`src/rtl/pipe_stage.sv`:
```
`default_nettype none
// ============================================================================
// Module      : pipe_stage
// Description : Pipeline stage register with valid/ready flow control, an
//               optional skid entry, synchronous flush and saturating
//               stall/bubble counters.
// Revision    : 1.0 - initial release
// ============================================================================
module pipe_stage #(
    parameter int DATA_W = 128,
    parameter int CTRL_W = 8,
    parameter int SKID   = 1,
    parameter int CNT_W  = 16
) (
    input  logic              clk,
    input  logic              reset,
    input  logic              flush,
    input  logic              in_valid,
    output logic              in_ready,
    input  logic [CTRL_W-1:0] in_ctrl,
    input  logic [DATA_W-1:0] in_data,
    output logic              out_valid,
    input  logic              out_ready,
    output logic [CTRL_W-1:0] out_ctrl,
    output logic [DATA_W-1:0] out_data,
    input  logic              cnt_clr,
    output logic [CNT_W-1:0]  stall_cnt,
    output logic [CNT_W-1:0]  bubble_cnt
);

    localparam logic [CNT_W-1:0] c_cnt_max = '1;
    localparam logic [CNT_W-1:0] c_cnt_one = {{(CNT_W-1){1'b0}}, 1'b1};

    typedef enum logic [1:0] {
        ST_EMPTY   = 2'd0,
        ST_FULL    = 2'd1,
        ST_SKIDDED = 2'd2
    } state_t;

    state_t            r_state;
    state_t            w_state_nxt;

    logic [CTRL_W-1:0] r_out_ctrl;
    logic [DATA_W-1:0] r_out_data;
    logic [CTRL_W-1:0] w_skid_ctrl;
    logic [DATA_W-1:0] w_skid_data;
    logic [CNT_W-1:0]  r_stall_cnt;
    logic [CNT_W-1:0]  r_bubble_cnt;

    logic w_out_valid;
    logic w_in_ready;
    logic w_accept;
    logic w_issue;
    logic w_load_main_in;
    logic w_load_main_skid;
    logic w_load_skid;
    logic w_clr_ctrl;

    assign w_out_valid = (r_state != ST_EMPTY);
    assign w_accept    = in_valid & w_in_ready;
    assign w_issue     = w_out_valid & out_ready;

    generate
        if (SKID != 0) begin : g_ready_skid
            // Registered-only: no combinational path from out_ready.
            assign w_in_ready = (r_state != ST_SKIDDED) & ~flush;
        end else begin : g_ready_noskid
            assign w_in_ready = (~w_out_valid | out_ready) & ~flush;
        end
    endgenerate

    always_ff @(posedge clk) begin
        if (reset) begin
            r_state <= ST_EMPTY;
        end else if (flush) begin
            r_state <= ST_EMPTY;
        end else begin
            r_state <= w_state_nxt;
        end
    end

    always_comb begin
        w_state_nxt      = r_state;
        w_load_main_in   = 1'b0;
        w_load_main_skid = 1'b0;
        w_load_skid      = 1'b0;
        w_clr_ctrl       = 1'b0;
        case (r_state)
            ST_EMPTY: begin
                if (w_accept) begin
                    w_state_nxt    = ST_FULL;
                    w_load_main_in = 1'b1;
                end
            end
            ST_FULL: begin
                if (w_accept && w_issue) begin
                    w_load_main_in = 1'b1;
                end else if (w_accept) begin
                    // Only reachable with a skid entry; single-entry mode
                    // never accepts while the held entry is stalled.
                    w_state_nxt = ST_SKIDDED;
                    w_load_skid = 1'b1;
                end else if (w_issue) begin
                    w_state_nxt = ST_EMPTY;
                    w_clr_ctrl  = 1'b1;
                end
            end
            ST_SKIDDED: begin
                if (w_issue) begin
                    w_state_nxt      = ST_FULL;
                    w_load_main_skid = 1'b1;
                end
            end
            default: begin
                w_state_nxt = ST_EMPTY;
                w_clr_ctrl  = 1'b1;
            end
        endcase
    end

    generate
        if (SKID != 0) begin : g_skid
            logic [CTRL_W-1:0] r_skid_ctrl;
            logic [DATA_W-1:0] r_skid_data;

            always_ff @(posedge clk) begin
                if (reset || flush) begin
                    r_skid_ctrl <= '0;
                    r_skid_data <= '0;
                end else if (w_load_skid) begin
                    r_skid_ctrl <= in_ctrl;
                    r_skid_data <= in_data;
                end
            end

            assign w_skid_ctrl = r_skid_ctrl;
            assign w_skid_data = r_skid_data;
        end else begin : g_no_skid
            assign w_skid_ctrl = '0;
            assign w_skid_data = '0;
        end
    endgenerate

    // Payload is held on emptying; only control is zeroed so no stale
    // enable can act downstream.
    always_ff @(posedge clk) begin
        if (reset || flush) begin
            r_out_ctrl <= '0;
            r_out_data <= '0;
        end else if (w_load_main_in) begin
            r_out_ctrl <= in_ctrl;
            r_out_data <= in_data;
        end else if (w_load_main_skid) begin
            r_out_ctrl <= w_skid_ctrl;
            r_out_data <= w_skid_data;
        end else if (w_clr_ctrl) begin
            r_out_ctrl <= '0;
        end
    end

    // Counters see the pre-flush outputs, so a flush cycle still counts.
    always_ff @(posedge clk) begin
        if (reset || cnt_clr) begin
            r_stall_cnt <= '0;
        end else if (w_out_valid && !out_ready && (r_stall_cnt != c_cnt_max)) begin
            r_stall_cnt <= r_stall_cnt + c_cnt_one;
        end
    end

    always_ff @(posedge clk) begin
        if (reset || cnt_clr) begin
            r_bubble_cnt <= '0;
        end else if (!w_out_valid && (r_bubble_cnt != c_cnt_max)) begin
            r_bubble_cnt <= r_bubble_cnt + c_cnt_one;
        end
    end

    assign in_ready   = w_in_ready;
    assign out_valid  = w_out_valid;
    assign out_ctrl   = r_out_ctrl;
    assign out_data   = r_out_data;
    assign stall_cnt  = r_stall_cnt;
    assign bubble_cnt = r_bubble_cnt;

endmodule
`default_nettype wire

```
`config.mk`:
```
export PLATFORM = sky130hd
export DESIGN_NAME = pipe_stage
export DESIGN_NICKNAME = d
export VERILOG_FILES = /design/src/rtl/pipe_stage.sv
export SDC_FILE = /design/constraint.sdc
export NUM_CORES = 1
export LEC_CHECK = 0
export CAP_MARGIN = 15
export CORE_MARGIN = 8
export CORE_UTILIZATION = 49
export DETAILED_ROUTE_END_ITERATION = 8
export HOLD_SLACK_MARGIN = 0.12
export PLACE_DENSITY = 0.8
export REMOVE_ABC_BUFFERS = 1
export SLEW_MARGIN = 20
export SYNTH_ARGS = -nofsm -noshare
export SYNTH_HDL_FRONTEND = slang
export SYNTH_SLANG_ARGS = --single-unit
export TNS_END_PERCENT = 5
```
`constraint.sdc`:
```
create_clock -name clk -period 1.8 [get_ports clk]
set_input_delay 0.36 -clock clk [delete_from_list [all_inputs] [get_ports clk]]
set_output_delay 0.36 -clock clk [all_outputs]
set_load 0.02 [all_outputs]
```
==> results of run 1 <==
[final cells by class]
cell class | count | area, um^2
multi-input cells | 1121 | 5579
well taps | 324 | 405.4
fillers | 2068 | 7483
inverters | 6 | 22.52
repair buffers | 393 | 3744
flip-flops and latches | 306 | 6127
clock inverters | 7 | 45.04
diodes | 1 | 2.502
clock buffers | 50 | 982.2
[stage by stage]
step                cells  setup TNS, ps  hold slack, ps  area [um^2]
floorplan            1433       -1250280           436.6        11680
global placement     2150         -57520           441.2        16030
detailed placement   2150         -72290           446.7        16030
CTS                  2207         -39.14           423.7        16860
global route         2208         -161.5           436.7        16910
finish               2208         -2.665           449.3        16910
[metal layers]
metal | vias to the layer above | wire length, um | global-route usage
li1 | 5967 | - | -
met1 | 5802 | 16020 | 0.3037
met2 | 502 | 17640 | 0.3833
met3 | 88 | 2964 | 0.06077
met4 | 2 | 1332 | 0.09476
met5 | - | 13 | 0
[critical path, delay by kind of cell (launching register included)]
family | cells | cell delay, ps
AND/OR/NAND/NOR | 2 | 350
flip-flops | 1 | 350
buffers and inverters | 1 | 270
[repair_timing]
action                                  4_1_cts  5_1_grt
pin swaps                                     0        1
endpoints found under the setup margin      162       62
resized for setup                           165       13
[final timing paths]
check	from	end	slack (ps)
min reg2reg	g_skid.r_skid_data[32]	g_skid.r_skid_data[32]	450
min	in_data[84]	g_skid.r_skid_data[84]	450
max reg2reg	bubble_cnt[6]	bubble_cnt[13]	90
max	r_state[0]	in_ready	-3
[power by group]
group          switching [W]  internal [W]
clock                0.00263       0.00378
sequential         0.0000739       0.00689
combinational       0.000670      0.000564
[synthesized netlist by cell type (3+ instances only)]
master	instances
o21ai_0	12
inv_1	6
nor3_1	8
or3_1	8
a311oi_1	130
nand4_1	9
o31ai_1	9
a22oi_1	8
clkbuf_1	83
buf_2	30
and3_1	3
dfxtp_1	306
o41ai_1	3
and4_1	4
nor2b_1	3
and2_1	4
or4_1	11
nor4_1	4
buf_1	10
nor2_1	139
nand3_1	21
a21oi_1	167
nand2_1	545
[state kept, by name (all words and copies together), names as in the netlist]
register	count
g_skid.r_skid_data	128
bubble_cnt	16
r_state	2
out_ctrl	8
g_skid.r_skid_ctrl	8
stall_cnt	16
out_data	128
[kinds of logic after synthesis]
group,share of synthesized area
flops,0.5026
buf+inv,0.04373
simple gates,0.2578
compound gates,0.1922
mux,0.001643
fa+ha+maj,0.002053
==> flow_metrics.tcl, run 1 <==
set metrics [dict create \
    first_pass_iters 7 \
    drv_slew 0 \
    grt_pass1_wl_um 61460 \
    cts_buffers 34 \
    die_w_um 173.7 \
    reg2reg_depth 4 \
    postCtsHoldBufs 0 \
    start_kind "flop" \
    utilization 0.6932 \
    crit_type "flop to output pin" \
    hp-class "input pin to flop" \
    ir_worst_vdd_uv 845.4 \
    place_congestion 0.8656 \
    layout-drive-gt1-share 0.07754 \
    p_leak_nw 6.511 \
    clk_latency_ps 490 \
    wirelength_um 37970 \
    rsz0062_at_grt "yes" \
    grt_pass1_vias 11890 \
    ys.warnings.count 0 \
    tightest_slew_ps 508.8 \
    postCtsSetupRepairBufs 0 \
    ant_nets 0 \
    initial_core_util 0.4997 \
    cp_slowest_stage_delay_ps 350 \
    outcome "finished with violations" \
    hold_viol 0 \
    ctsRootBufferMaster "clkbuf_16" \
    portBuffers 311 \
    final_common_cell "nand2_1" \
    synthArstFlopShare 0 \
    fmax_ghz 0.5547 \
    first_iter_violations 1187 \
    hold_depth 3 \
    clock-sinks 306 \
    ys_seq_area_frac 0.5026 \
    pin_count 312 \
    synth-edff-count 0 \
    htree_levels 2 \
    cp_data_arrival_time_ps 1440 \
    slew_headroom 0.6590 \
    netlist_area_um2 12190 \
    synth_top_area_cell "dfxtp_1" \
    die_y_um 173.7 \
    dieArea_um2 30180 \
    yosys_register_bits 306 \
    fin_ws_ps -2.665 \
    cts_tree "built" \
    critical_path.cell_chain "and2b_1, nor2_1, clkdlybuf4s15_2" \
    core_um2 24390 \
    setup_viol 1 \
    synth_ff_type "dfxtp_1" \
    power.total_w 0.01461 \
    slowest_stage "dfxtp_1" \
    fin_crit_ps 1803 \
    powerDensity_nw_per_um2 864.0 \
    worst_setup_path_end_kind "output pin" \
    synth_top_area_share 0.5026 \
    final_nets 2006 \
    drc 0 \
    route.vias.total 12360 \
    area.growth.synth_to_final_pct 38.72 \
    yosys-top-cells-area "dfxtp_1, nand2_1, a311oi_1" \
    dp_slack_ps -386.1 \
    antenna_found_initial 2 \
    synthCells 1557 \
    hpwl_um 26130 \
    rows 57 \
    finalCritPeriodShare 1.001 \
    crit_required_ps 1440 \
    failed_checks "negative setup slack" \
    routedWlPerCell_um 17.20 \
    clk_path_buf_depth 3 \
    grt-ovfl-total 0 \
    cp_max_fo 4 \
    grt_usage 0.2391 \
    ys_types 47 \
    fin_skew_ps 15.22 \
    final_cell_mix "nand2_1, dfxtp_1, a21oi_1" \
    path_clk_slew_ps 60 \
    avgSynthCellArea_um2 7.828 \
    drv_cap 0 \
    grt_max_degree 107 \
    viasPerCell 5.598 \
]
No activity file was read; power rests on OpenSTA's default activity.
==> inputs of run 2 (changes only) <==
--- a/config.mk
+++ b/config.mk
@@ -5,6 +5,7 @@
 export SDC_FILE = /design/constraint.sdc
 export NUM_CORES = 1
 export LEC_CHECK = 0
+export ABC_AREA = 1
 export CAP_MARGIN = 15
 export CORE_MARGIN = 8
 export CORE_UTILIZATION = 49
==> constraint.sdc (replaced) <==
create_clock -name clk -period 2 [get_ports clk]
set_input_delay 0.4 -clock clk [delete_from_list [all_inputs] [get_ports clk]]
set_output_delay 0.4 -clock clk [all_outputs]
set_load 0.02 [all_outputs]
==> flow_metrics.tcl, run 2 <==
set metrics [dict create \
    area.growth.synth_to_final_pct 42.10 \
    grt_pass1_vias 12050 \
    synthCells 1647 \
    grt_usage 0.2444 \
    dieArea_um2 29880 \
    hp-class "flop to flop" \
    synth-edff-count 0 \
    cts_tree "built" \
    cp.depth 3 \
    synthArstFlopShare 0 \
    avgSynthCellArea_um2 7.319 \
    dp.cells 2237 \
    synth_compound_area_frac 0.1509 \
    rsz0062_at_grt "yes" \
    critPathTopFamily "buffers and inverters" \
    multi_input_area_um2 5329 \
    core_um2 24250 \
    synth_adder_area_share 0.002076 \
    place_congestion 0.8383 \
    fin_ws_ps 16.67 \
    first_pass_iters 6 \
    synth_top_family_by_area "simple AND/OR/NAND/NOR gates" \
    outcome "completed" \
    clk_path_buf_depth 3 \
    layout-drive-gt1-share 0.06849 \
    htree_levels 2 \
    tightest_slew_ps 635.1 \
    rows 57 \
    antenna_found_initial 4 \
    wirelength_um 38140 \
    synth_commonest_cells "nand2_1, nor2_1, dfxtp_1" \
    ctsRootBufferMaster "clkbuf_16" \
    hold_viol 0 \
    route.vias.total 12310 \
    dp_slack_ps -132.4 \
    cts_buffers 34 \
    crit_required_ps 1600 \
    fin_skew_ps 13.25 \
    hold_path_startpoint "out_ctrl[3]" \
    pin_count 312 \
    reg2reg_from "stall_cnt[0]" \
    die_y_um 172.8 \
    die_w_um 172.8 \
    path_clk_slew_ps 60 \
    synth-simple-area-share 0.2743 \
    dpl_cell_area_um2 15980 \
    r2r_slack_ps 210 \
    fin_crit_ps 1983 \
    nFillCells 1951 \
    fmax_ghz 0.5042 \
    ys.warnings.count 0 \
    ant_nets 0 \
    final_cell_mix "nand2_1, nor2_1, dfxtp_1" \
    netlist_area_um2 12050 \
    muxShareOfSynthArea 0 \
    postCtsHoldBufs 0 \
    fin_cells 2298 \
    reg2reg_depth 8 \
    cp_data_arrival_time_ps 1580 \
    synth_xor_xnor_area_share 0.01090 \
    grt_pass1_wl_um 61780 \
    yosys-top-cells-area "dfxtp_1, nand2_1, nor2_1" \
    start_kind "flop" \
    routedWlPerCell_um 16.60 \
    viasPerCell 5.357 \
    final_area_um2 17130 \
    regArea_um2 6126 \
    slowest_stage "dfxtp_1" \
    synth.most_common_cell "nand2_1" \
    drc 0 \
    hold_depth 2 \
    final_common_cell "nand2_1" \
    powerDensity_nw_per_um2 788.9 \
    cp_slowest_stage_delay_ps 350 \
    setup_viol 0 \
    grt_max_degree 92 \
    initial_core_util 0.4971 \
    worst_setup_path_end_kind "output pin" \
    synth_top_area_share 0.5082 \
    synth_top_area_cell "dfxtp_1" \
    final_nets 2093 \
    yosys_register_bits 306 \
    finalCritPeriodShare 0.9917 \
    crit_start "r_state[1]" \
    cp_max_fo 4 \
    first_iter_violations 859 \
    grt-ovfl-total 0 \
    hpwl_um 26140 \
    slew_headroom 0.5761 \
    synth_ff_type "dfxtp_1" \
    drv_slew 0 \
    clk_latency_ps 500 \
    drv_cap 0 \
    crit_type "flop to output pin" \
    portBuffers 311 \
    path_buf_inv 2 \
    ys_seq_area_frac 0.5082 \
    ys_types 30 \
    whs_ps 469.7 \
    ir_worst_vdd_uv 575.2 \
    clock-sinks 306 \
    critical_path.cell_chain "nor2_2, inv_1, dlygate4sd2_1" \
    p_leak_nw 5.993 \
]
## run 2: changes by cell type in the layout (fill, tap and decap cells not counted), moves of 130 or more
cell,delta
dlygate4sd2_1,-148
a21oi_1,-130
a311oi_1,-130
clkdlybuf4s50_1,+143
o21ai_0,+132
nor2_1,+178
## run 2: path summary, 6_finish.rpt
kind	endpoint
max	out_valid
max reg2reg	stall_cnt[13]
min	out_ctrl[3]
min reg2reg	out_ctrl[3]
## run 2: cells by family after synthesis
group / Yosys count
AOI/OAI and AO/OA: 323
xor gates and xnor gates: 15
adders and majority gates: 2
buffers and inverters: 137
DFF: 306
and+or+nand+nor: 864
## run 2: stage by stage
step	util	total power [W]	setup TNS (ps)
2_1_floorplan	-	0.006771	-1405410
3_3_place_gp	0.6591	0.007463	-2484
3_5_place_dp	0.6591	0.007476	-4972
4_1_cts	0.7046	0.01361	0
5_1_grt	0.7064	0.01398	-75.21
6_report	0.7064	0.01351	0
## run 2: worst register-to-register path: stages (launching register included)
cell     delay [ps]
dfxtp_1         350
ha_1            230
nand2_1         110
nor2_2           60
nand2_1         130
nor2_1           80
nor2_2          490
nand2_1         130
a21oi_1         140
## run 2: repair_timing
item / CTS / global route
setup buffers: 0 / 0
gates resized for setup: 16 / 15
hold endpoints to repair: 0 / 0
endpoints found under the setup margin: 28 / 30
## run 2: where the power goes
group	switching [W]	leakage [nW]	internal, W	total, W
clock network	0.00241	0.554	0.00375	0.00616
registers	0.0000449	2.47	0.00617	0.00621
logic	0.000566	2.97	0.000573	0.00114
total	0.00302	5.99	0.0105	0.0135
## run 2: cell type report
class / count / area share
repair buffers: 375 / 0.2356
inverters: 28 / 0.006428
diodes: 3 / 0.0004383
well taps: 324 / 0.02367
flip-flops and latches: 306 / 0.3576
clock buffers: 47 / 0.05844
clock inverters: 11 / 0.006720
multi-input cells: 1204 / 0.3111
## run 2: metal layers
layer / part of all wire / up-vias / global-route usage
li1: - / 5970 / -
met4: 0.033 / 2 / 0.09342
met3: 0.080 / 92 / 0.06556
met1: 0.41 / 5752 / 0.2919
met2: 0.48 / 495 / 0.4144
met5: 0.00031 / - / 0
==> inputs of run 3 (changes only) <==
--- a/config.mk
+++ b/config.mk
@@ -6,8 +6,9 @@
 export NUM_CORES = 1
 export LEC_CHECK = 0
 export ABC_AREA = 1
+export ABC_CLOCK_PERIOD_IN_PS = 2000
 export CAP_MARGIN = 15
-export CORE_MARGIN = 8
+export CORE_MARGIN = 4
 export CORE_UTILIZATION = 49
 export DETAILED_ROUTE_END_ITERATION = 8
 export HOLD_SLACK_MARGIN = 0.12
==> flow_metrics.tcl, run 3 (synthesis results as in run 2) <==
set metrics [dict create \
    outcome "finished with violations" \
    failed_checks "negative setup slack" \
    hpwl_um 24300 \
    grt_pass1_wl_um 56990 \
    power.total_w 0.01313 \
    pin_count 312 \
    antenna_found_initial 3 \
    initial_core_util 0.4971 \
    drc 0 \
    wirelength_um 36460 \
    rsz0062_at_grt "yes" \
    worst_setup_path_end_kind "output pin" \
    die_w_um 164.8 \
    postCtsSetupRepairBufs 0 \
    whs_ps 442.2 \
    route.vias.total 12210 \
    fmax_ghz 0.4980 \
    start_kind "flop" \
    die_y_um 164.8 \
    ir_worst_vdd_uv 591.9 \
    slew_headroom 0.5756 \
    path_clk_slew_ps 60 \
    portBuffers 311 \
    grt_pass1_vias 11260 \
    crit_type "flop to output pin" \
    fin_cells 2294 \
    reg2reg_from "bubble_cnt[0]" \
    hold_viol 0 \
    cp-endpoint "out_valid" \
    grt-ovfl-total 0 \
    final_nets 2089 \
    cts_tree "built" \
    fin_ws_ps -8.127 \
    r2r_slack_ps 280 \
    cts_buffers 31 \
    drv_cap 0 \
    clk_path_buf_depth 3 \
    place_congestion 0.8760 \
    tightest_slew_ps 636.0 \
    dp_slack_ps -100.3 \
    rows 57 \
    drv_slew 0 \
    crit_required_ps 1600 \
    r2r_end "bubble_cnt[2]" \
    finalCritPeriodShare 1.004 \
    final_cell_mix "nand2_1, nor2_1, dfxtp_1" \
    viasPerCell 5.321 \
    cp_max_fo 4 \
    first_iter_violations 910 \
    powerDensity_nw_per_um2 780.2 \
    grt_usage 0.2539 \
    core_um2 24250 \
    final_area_um2 16830 \
    dieArea_um2 27170 \
    clock-sinks 306 \
    layout-drive-gt1-share 0.06552 \
    postCtsHoldBufs 0 \
    final_common_cell "nand2_1" \
    ant_nets 0 \
    hp-class "input pin to flop" \
    dp.cells 2236 \
    dpl_cell_area_um2 15800 \
    first_pass_iters 5 \
    cp_data_arrival_time_ps 1610 \
    ctsRootBufferMaster "clkbuf_16" \
    htree_levels 1 \
    reg2reg_depth 8 \
    routedWlPerCell_um 15.89 \
    grt_max_degree 78 \
    crit_start "r_state[1]" \
    clk_latency_ps 550 \
    setup_viol 1 \
    fin_crit_ps 2008 \
    area.growth.synth_to_final_pct 39.62 \
    cts_resized 40 \
    fin_skew_ps 9.553 \
    p_leak_nw 5.945 \
]
-- run 3: per-stage QoR --
stage | utilization | setup TNS [ps]
6_report | 0.6941 | -8.127
5_1_grt | 0.6941 | -74.53
4_1_cts | 0.6928 | -22.13
3_5_place_dp | 0.6515 | -6369
3_3_place_gp | 0.6515 | -2960
2_1_floorplan | - | -1405410
-- run 3: final cells by class --
class	count	area [um^2]
multi-input combinational	1204	5326
inverter	28	110.1
clock buffer	47	905.9
antenna	1	2.502
tap	324	405.4
sequential	306	6127
fill	1978	7418
timing repair buffer	374	3817
clock inverter	10	135.1
-- run 3: worst min path at each step --
stage | from | cells past startpoint | end
finish | in_data[76] | 3 | out_data[76]
global route | in_data[111] | 3 | out_data[111]
CTS | in_data[76] | 3 | out_data[76]
detailed placement | out_ctrl[3] | 2 | out_ctrl[3]
global placement | out_ctrl[2] | 2 | out_ctrl[2]
floorplan | g_skid.r_skid_data[0] | 2 | g_skid.r_skid_data[0]
-- run 3: worst max-delay path, stage by stage, from the launching register on --
cell	delay, ps
dfxtp_1	350
nor2_2	210
inv_1	140
dlygate4sd2_1	360
-- run 3: layer usage --
layer | global-route usage | vias to the layer above | part of all wire | wire length, um
met5 | 0 | - | 0.00071 | 26
met4 | 0.07940 | 4 | 0.030 | 1085
met3 | 0.06813 | 84 | 0.092 | 3339
met2 | 0.4169 | 497 | 0.47 | 17090
met1 | 0.3274 | 5665 | 0.41 | 14920
li1 | - | 5957 | - | -
-- run 3: report_power, final --
| part | switching, W | internal, W | total (W) |
|---|---|---|---|
| combinational | 0.000547 | 0.000523 | 0.00107 |
| clock | 0.00235 | 0.00350 | 0.00585 |
| sequential | 0.0000461 | 0.00617 | 0.00621 |
